**config.mk**
```make
export PLATFORM = sky130hd
export DESIGN_NAME = rob_multiport
export DESIGN_NICKNAME = d
export VERILOG_FILES = /design/src/rtl/rob_multiport.sv
export SDC_FILE = /design/constraint.sdc
export NUM_CORES = 2
export LEC_CHECK = 0
export ABC_CLOCK_PERIOD_IN_PS = 7000
export BUFFER_PORTS_ARGS = -buffer_cell sky130_fd_sc_hd__buf_2
export CAP_MARGIN = 20
export CORE_ASPECT_RATIO = 1.4
export CORE_MARGIN = 2
export CORE_UTILIZATION = 40
export CTS_BUF_LIST = sky130_fd_sc_hd__clkbuf_8
export CTS_CLUSTER_DIAMETER = 200
export CTS_CLUSTER_SIZE = 14
export DETAILED_ROUTE_END_ITERATION = 7
export PLACE_DENSITY = 0.55
export SLEW_MARGIN = 10
export SYNTH_ARGS = -nofsm -noshare
export SYNTH_HDL_FRONTEND = slang
export SYNTH_SLANG_ARGS = --single-unit
```
**constraint.sdc**
```tcl
create_clock -name clk -period 7 [get_ports clk]
set_input_delay 1.05 -clock clk [delete_from_list [all_inputs] [get_ports clk]]
set_output_delay 1.05 -clock clk [all_outputs]
set_load 0.05 [all_outputs]
```
**src/rtl/rob_multiport.sv**
```systemverilog
`default_nettype none
// ============================================================================
// Module   : rob_multiport
// Purpose  : N-wide circular reorder buffer with in-order retire and flush.
// Revision : 1.0
// ============================================================================
module rob_multiport #(
  parameter int DEPTH  = 32,
  parameter int TAG_W  = 5,
  parameter int DATA_W = 32,
  parameter int REG_W  = 5,
  parameter int ISSUE  = 2,
  parameter int WB     = 2,
  parameter int RD     = 4,
  parameter int COMMIT = 2
) (
  input  logic                     clk,
  input  logic                     rst,
  input  logic                     flush,
  input  logic [ISSUE-1:0]         disp_valid,
  input  logic [ISSUE-1:0]         disp_we,
  input  logic [ISSUE*REG_W-1:0]   disp_dest,
  output logic [ISSUE*TAG_W-1:0]   disp_tag,
  output logic                     full,
  input  logic [WB-1:0]            wb_valid,
  input  logic [WB*TAG_W-1:0]      wb_tag,
  input  logic [WB*DATA_W-1:0]     wb_data,
  input  logic [RD*TAG_W-1:0]      rd_tag,
  output logic [RD-1:0]            rd_ready,
  output logic [RD*DATA_W-1:0]     rd_data,
  output logic [COMMIT-1:0]        commit_valid,
  output logic [COMMIT-1:0]        commit_we,
  output logic [COMMIT*REG_W-1:0]  commit_addr,
  output logic [COMMIT*DATA_W-1:0] commit_data,
  output logic [COMMIT*TAG_W-1:0]  commit_tag,
  output logic [TAG_W:0]           count
);

  localparam int CNT_W = TAG_W + 1;

  logic [DEPTH-1:0]  r_valid;
  logic [DEPTH-1:0]  r_done;
  logic [DEPTH-1:0]  r_we;
  logic [REG_W-1:0]  r_dest [DEPTH];
  logic [DATA_W-1:0] r_data [DEPTH];
  logic [TAG_W-1:0]  r_head;
  logic [TAG_W-1:0]  r_tail;
  logic [CNT_W-1:0]  r_count;

  logic [TAG_W-1:0]  w_disp_idx [ISSUE];
  logic [CNT_W-1:0]  w_n_disp;
  logic [CNT_W-1:0]  w_n_acc;
  logic              w_accept;
  logic [TAG_W-1:0]  w_cidx [COMMIT];
  logic [COMMIT-1:0] w_cvalid;
  logic [CNT_W-1:0]  w_n_commit;
  logic              w_run;

  assign count    = r_count;
  assign full     = (CNT_W'(DEPTH) - r_count) < CNT_W'(ISSUE);
  assign w_accept = ~full;
  assign w_n_acc  = w_accept ? w_n_disp : '0;

  // Valid lanes are packed onto consecutive tags starting at tail.
  always_comb begin
    w_n_disp = '0;
    disp_tag = '0;
    for (int i = 0; i < ISSUE; i++) begin
      w_disp_idx[i] = r_tail + w_n_disp[TAG_W-1:0];
      disp_tag[i*TAG_W +: TAG_W] = w_disp_idx[i];
      if (disp_valid[i]) w_n_disp = w_n_disp + CNT_W'(1);
    end
  end

  // A lane retires only while every older lane also retires.
  always_comb begin
    w_n_commit   = '0;
    w_run        = ~(flush | rst);
    w_cvalid     = '0;
    commit_we    = '0;
    commit_addr  = '0;
    commit_data  = '0;
    commit_tag   = '0;
    for (int j = 0; j < COMMIT; j++) begin
      w_cidx[j] = r_head + TAG_W'(j);
      w_run     = w_run & r_valid[w_cidx[j]] & r_done[w_cidx[j]];
      w_cvalid[j] = w_run;
      if (w_run) begin
        w_n_commit = w_n_commit + CNT_W'(1);
        commit_we[j] = r_we[w_cidx[j]];
        commit_addr[j*REG_W +: REG_W]   = r_dest[w_cidx[j]];
        commit_data[j*DATA_W +: DATA_W] = r_data[w_cidx[j]];
        commit_tag[j*TAG_W +: TAG_W]    = w_cidx[j];
      end
    end
  end

  assign commit_valid = w_cvalid;

  // Later writeback ports override earlier ones, matching the write priority.
  always_comb begin
    rd_ready = '0;
    rd_data  = '0;
    for (int r = 0; r < RD; r++) begin
      if (r_done[rd_tag[r*TAG_W +: TAG_W]]) begin
        rd_ready[r] = 1'b1;
        rd_data[r*DATA_W +: DATA_W] = r_data[rd_tag[r*TAG_W +: TAG_W]];
      end
      for (int p = 0; p < WB; p++) begin
        if (wb_valid[p] && (wb_tag[p*TAG_W +: TAG_W] == rd_tag[r*TAG_W +: TAG_W])) begin
          rd_ready[r] = 1'b1;
          rd_data[r*DATA_W +: DATA_W] = wb_data[p*DATA_W +: DATA_W];
        end
      end
    end
  end

  always_ff @(posedge clk) begin
    if (rst || flush) begin
      r_head  <= '0;
      r_tail  <= '0;
      r_count <= '0;
      r_valid <= '0;
      r_done  <= '0;
      r_we    <= '0;
    end else begin
      for (int p = 0; p < WB; p++) begin
        if (wb_valid[p] && r_valid[wb_tag[p*TAG_W +: TAG_W]]) begin
          r_done[wb_tag[p*TAG_W +: TAG_W]] <= 1'b1;
          r_data[wb_tag[p*TAG_W +: TAG_W]] <= wb_data[p*DATA_W +: DATA_W];
        end
      end
      for (int j = 0; j < COMMIT; j++) begin
        if (w_cvalid[j]) begin
          r_valid[w_cidx[j]] <= 1'b0;
          r_done[w_cidx[j]]  <= 1'b0;
        end
      end
      // Dispatch targets only slots already free in registered state.
      if (w_accept) begin
        for (int i = 0; i < ISSUE; i++) begin
          if (disp_valid[i]) begin
            r_valid[w_disp_idx[i]] <= 1'b1;
            r_done[w_disp_idx[i]]  <= 1'b0;
            r_we[w_disp_idx[i]]    <= disp_we[i];
            r_dest[w_disp_idx[i]]  <= disp_dest[i*REG_W +: REG_W];
          end
        end
      end
      r_head  <= r_head + w_n_commit[TAG_W-1:0];
      r_tail  <= r_tail + w_n_acc[TAG_W-1:0];
      r_count <= r_count + w_n_acc - w_n_commit;
    end
  end

endmodule
`default_nettype wire

```
Word-level counts from Yosys, hierarchy flattened
Memories as Yosys holds them, arrays and structs flattened. A register that Yosys moved wholly into a read port is not among the register bits.
Index checks and enable logic that the tools add are counted.
- bitwise logic cells: 20
- reductions and logical operators: 17
- magnitude comparators: 17
- equality and inequality tests: 8
- add/subtract/negate cells: 9
- muxes and demuxes: 117
- operators by type and width (cell ; number):
    2-to-1 mux 32 bit ; 40
    bitwise AND 32 bit ; 6
    NOT 32 bit ; 4
    OR 32 bit ; 4
    bitwise mux 32 bit ; 2
    binary-select mux 1 bit (select 5 bit) ; 12
    less-than comparator 5 x 6 -> 1 bit, second input constant ; 10
    2-to-1 mux 1 bit ; 48
    equality test 5 bit ; 8
    demux 1 bit (select 5 bit) ; 6
    >= comparator 5 x 1 -> 1 bit, second input constant ; 6
    2-to-1 mux 5 bit ; 6
    2-to-1 mux 6 bit ; 3
    logical AND 1 bit ; 16
    adder 5 bit ; 3
    adder 6 x 1 -> 6 bit, second input constant ; 2
    adder 6 bit ; 1
    less-than comparator 6 x 2 -> 1 bit, second input constant ; 1
    subtractor 6 bit ; 1
    subtractor 6 bit, first input constant ; 1
    adder 5 x 1 -> 5 bit, second input constant ; 1
    bitwise AND 1 bit ; 4
    logical OR 1 bit ; 1
    NOT 1 bit ; 1
    OR 1 bit ; 1
- input bits: 113
- logic and storage cells: 196
- flip-flop bits (word level): 112
- bits in writable memories: 1184
- memories kept: 2
- memory list (memory ; depth ; bits a word ; read ports ; clocked after Yosys merged registers in ; wr ports ; RTL line ; text):
    r_data ; 32 ; 32 ; 6 ; 1 ; 2 ; 45 ; logic [DATA_W-1:0] r_data [DEPTH];
    r_dest ; 32 ; 5 ; 2 ; 1 ; 2 ; 44 ; logic [REG_W-1:0] r_dest [DEPTH];

Depth between registers and ports, before layout
- depth in word-level cells: 23
- depth in mapped cells: 31
- gate-level depth less buffers: 19

Worst setup path after synthesis
OpenSTA, ideal clock, no wires.
- path type: flip-flop to output port
- from: register r_head[1]
- to: output commit_addr[7]
- data arrival time: 5232 ps
- slack: 718 ps
- stages on the path, launching flop included: 18
- required time: 5950 ps
- cell sequence: dfxtp_1 buf_4 buf_12 buf_4 buf_4 buf_4 buf_2 buf_1 inv_1 ha_1 buf_2 inv_2 mux4_2 a211oi_1 a22oi_1 a211o_1 buf_6 a211oi_1
- word-level cells in the longest chain between the ends: 7
- elaborated cells between the ends (all ways): 15
- classes of those cells: 1 x add/sub; 9 x mux; 4 x bitwise; 1 x memory
- ends and longest elaborated chain (element ; RTL line ; text):
    from (decl) ; 46 ; logic [TAG_W-1:0] r_head;
    from (signal assigned) ; 150 ; r_head <= r_head + w_n_commit[TAG_W-1:0];
    parallel branches: the longest is 6 deep, another holds adder 5 x 1 -> 5 bit ; - ;
    2-to-1 mux 5 bit (*) ; 88 ; if (w_run) begin
    to (decl) ; 33 ; output logic [COMMIT*REG_W-1:0] commit_addr,
Every way passes the cells marked *. The select of a mux whose other input is x is not followed.

Worst setup path in the final report
- from: register r_head[0]
- to: output commit_data[63]
- word-level cells in the longest chain between the ends: 7
- elaborated cells between the ends (all ways): 15
- classes of those cells: 1 x add/sub; 9 x mux; 4 x bitwise; 1 x memory
- ends and longest elaborated chain (element ; RTL line ; text):
    parallel branches: the longest is 6 deep, another holds adder 5 x 1 -> 5 bit ; - ;
    2-to-1 mux 32 bit (*) ; 88 ;
    to (decl) ; 34 ; output logic [COMMIT*DATA_W-1:0] commit_data,
Marked as above.

==> results.sh <==
export IMPL_dp_cells=11400
export IMPL_drt_wl_total_um=575000
export IMPL_via_per_inst=8.11
export IMPL_p_switching_mw=5.19
export IMPL_swShare_pct=32.0
export IMPL_p_leak_nw=36.2
export IMPL_multiInputGateArea_um2=71100
export IMPL_utilization_pct=42.7
export IMPL_ios=350
export IMPL_final_antenna_net_count=0
export IMPL_fmax_mhz=144
export IMPL_worstSkewPairLatency_ns=1.00
export IMPL_cts_tree="yes"
export IMPL_maxCapViolations=0
export IMPL_synth_fa_ha_area_share_pct=0.336
export IMPL_start_util_pct=40.1
export IMPL_async_flop_share_pct=0
export IMPL_grt_pass1_vias=90400
export IMPL_min_period_over_period_pct=98.9
export IMPL_post_cts_buffers=0
export IMPL_hp_start="r_we[30]"
export IMPL_power_frac_clock_pct=26.6
export IMPL_grt_overflow_total=0
export IMPL_hold_depth=2
export IMPL_hold_end="r_we[30]"
export IMPL_intPower_mw=11.0
export IMPL_yosysMostFrequentCell="mux4_2"
export IMPL_p_seq_share_pct=52.5
export IMPL_synth_cells=8191
export IMPL_die_area_um2=287000
export IMPL_die_h_um=633
export IMPL_fill_cells=25900
export IMPL_reg2reg_to="count[5]"
export IMPL_drtIter0Drc=16600
export IMPL_final_cells=11600
export IMPL_synth_flop_cell="edfxtp_1"
export IMPL_reg2reg_depth=17
export IMPL_syn_area_um2=113000
export IMPL_maxSlewHeadroom_pct=11.7
export IMPL_synth_compound_area_share_pct=9.48
export IMPL_antenna_found_initial=39
export IMPL_wl_per_cell_um=49.6
export IMPL_cp_required_ns=5.95
export IMPL_row_count=231
export IMPL_synth_top_family_by_area="multiplexers"
export IMPL_finClkSkew_ns=0.0554
export IMPL_synthDistinctLibCells=80
export IMPL_cts_root_buffer="clkbuf_8"
export IMPL_die_x_um=454
export IMPL_setup_violations=0
export IMPL_synth_commonest_cells="mux4_2 (1754), edfxtp_1 (1184), mux2_2 (1128)"
export IMPL_hold_class="flip-flop to flip-flop"
export IMPL_clk_path_buf_depth=3
export IMPL_tns_ns=0
export IMPL_ir_drop_uv=158
export IMPL_finalCriticalPeriod_ns=6.93
export IMPL_synthMuxAreaShare_pct=47.7
export IMPL_seqCellArea_um2=37800
export IMPL_syn_nets=8332
export IMPL_worstSetupEndpointType="primary output"
export IMPL_violations="design-rule violations"
export IMPL_drive_gt1_share_pct=49.1
export IMPL_worst_pin_slew_ns=1.32
export IMPL_crit_arrival_ns=5.88
export IMPL_critPathKind="flip-flop to primary output"
export IMPL_numCtsBuffers=102
export IMPL_grt_start_max_net_pins=134
export IMPL_seq_area_frac_synth_pct=33.4
export IMPL_netlist_top_cells_area="mux4_2 (35%), edfxtp_1 (31%), mux2_2 (11%), a22oi_1 (3.6%), clkbuf_1 (2.0%)"
export IMPL_setup_worst_path_start_class="flip-flop"
export IMPL_r2r_setup_slack_ns=1.30
export IMPL_yosysTopAreaCell="mux4_2"
export IMPL_comb_power_share_pct=20.9
export IMPL_portBuffers=349
export IMPL_hold_viol=0
export IMPL_coreArea_um2=282000
export IMPL_status="complete, but fails checks"
export IMPL_cts_sinks=1296
export IMPL_r2r_start="r_head[1]"
export IMPL_syn_area_per_cell_um2=13.8
export IMPL_clk_pin_slew_ns=0.11
export IMPL_synth_xor_area_share_pct=0.457
export IMPL_area_delta_synth_final_pct=6.42
export IMPL_nets=7948
export IMPL_grt_total_usage_pct=39.1
export IMPL_drc_errors=1
export IMPL_grt_pass1_wl_um=773000
export IMPL_synth_top_area_share_pct=34.9
export IMPL_drv_slew=0
export IMPL_power_density_nw_per_um2=135
export IMPL_cp_max_fo=84
export IMPL_firstDrtPassIters=8
export IMPL_yosys_warnings=0
export IMPL_h_tree_depth=3
export IMPL_synthSimpleGateAreaFrac_pct=4.08
export IMPL_place_gp_congestion=0.982
export IMPL_ys_ff_latch=1296
export IMPL_vias=94100
export IMPL_rsz0062_at_grt="no"
export IMPL_synth_edf_count=1184
export IMPL_dp_hpwl_um=347000
kinds of logic (layout without fill, tap and decap cells):
group / after synthesis / count (layout)
muxes: 3053 / 3053
and+or+nand+nor: 999 / 999
xor gates and xnor gates: 59 / 59
adders and majority gates: 28 / 28
other: 0 / 45
AOI/OAI and AO/OA: 1543 / 1543
buffers and inverters: 1213 / 853
DFF: 1296 / 1296
per-layer routing:
metal	vias to the layer above	GRT usage [%]	share of wire (%)
met3	2672	15.0	14
met2	9530	59.1	45
li1	33700	-	-
met4	30	31.1	9.8
met1	48200	44.2	31
met5	-	0	0.034
metrics by stage:
| step | hold WS (ns) | instance area [um^2] | worst slack (ns) | power [mW] |
|---|---|---|---|---|
| 6_report | 0.477 | 120000 | 0.0742 | 16.2 |
| 4_1_cts | 0.477 | 120000 | 0.196 | 16.1 |
| 2_1_floorplan | 0.438 | 113000 | 0.718 | 10.9 |
| 5_1_grt | 0.501 | 120000 | 0.0616 | 16.5 |
| 3_5_place_dp | 0.464 | 119000 | 1.20 | 12.0 |
| 3_3_place_gp | 0.451 | 119000 | 1.16 | 11.9 |
layout by cell type, fill, tap and decap left out, drive strengths merged, types with 40 or more instances in the layout:
master / instances
mux2i: 95
buf: 665
diode: 45
a22oi: 548
o211ai: 130
nand3: 49
dfxtp: 112
o22ai: 169
xor2: 40
nor3: 54
mux2: 1204
nand2: 467
nor2: 220
a21oi: 334
o21ai: 50
clkbuf: 103
o21a: 129
edfxtp: 1184
a211oi: 41
inv: 80
mux4: 1754
worst max-delay path, stage by stage (launching register included):
cell      delay [ns]
dfxtp_4         0.66
inv_2           0.27
ha_4            0.36
buf_12          0.45
buf_12          0.59
mux4_2          0.62
nor3_1          0.14
a311oi_1        0.09
o21ai_0         0.91
nor2_2          0.05
buf_2           0.25
cell type report:
cell class | count | share of cell area (%)
Antenna cell | 45 | 0.0935
Multi-Input combinational cell | 5682 | 59.0
Tap cell | 3728 | 3.87
Timing Repair Buffer | 665 | 4.15
Inverter | 60 | 0.187
Clock inverter | 25 | 0.109
Sequential cell | 1296 | 31.4
Clock buffer | 103 | 1.18
worst max path at each step:
| stage | from | to | cells past startpoint |
|---|---|---|---|
| 2_1_floorplan | r_head[1] | commit_addr[7] | 17 |
| 3_3_place_gp | r_head[0] | commit_data[63] | 10 |
| 3_5_place_dp | r_head[0] | commit_data[13] | 8 |
| 4_1_cts | r_head[0] | commit_data[13] | 8 |
| 5_1_grt | r_head[0] | commit_data[63] | 10 |
| 6_report | r_head[0] | commit_data[63] | 10 |
sequential cells by signal (all words and copies together), names as in the netlist:
signal / cells
r_head: 5
r_done: 32
r_tail: 5
r_valid: 32
r_data: 1024
r_dest: 160
count: 6
r_we: 32
power groups by stage:
stage / logic [mW] / clock network [mW] / registers, mW
final: 3.39 / 4.32 / 8.52
after global routing: 3.48 / 4.50 / 8.52
after CTS: 3.28 / 4.30 / 8.51
after detailed placement: 3.27 / 0 / 8.69
after global placement: 3.25 / 0 / 8.69
after floorplan: 2.16 / 0 / 8.71
repair_timing:
action,4_1_cts,5_1_grt
hold buffers,0,0
setup endpoints to repair,0,1
hold endpoints to repair,0,0
resized for setup,0,1
(Power assumes the default switching activity.)
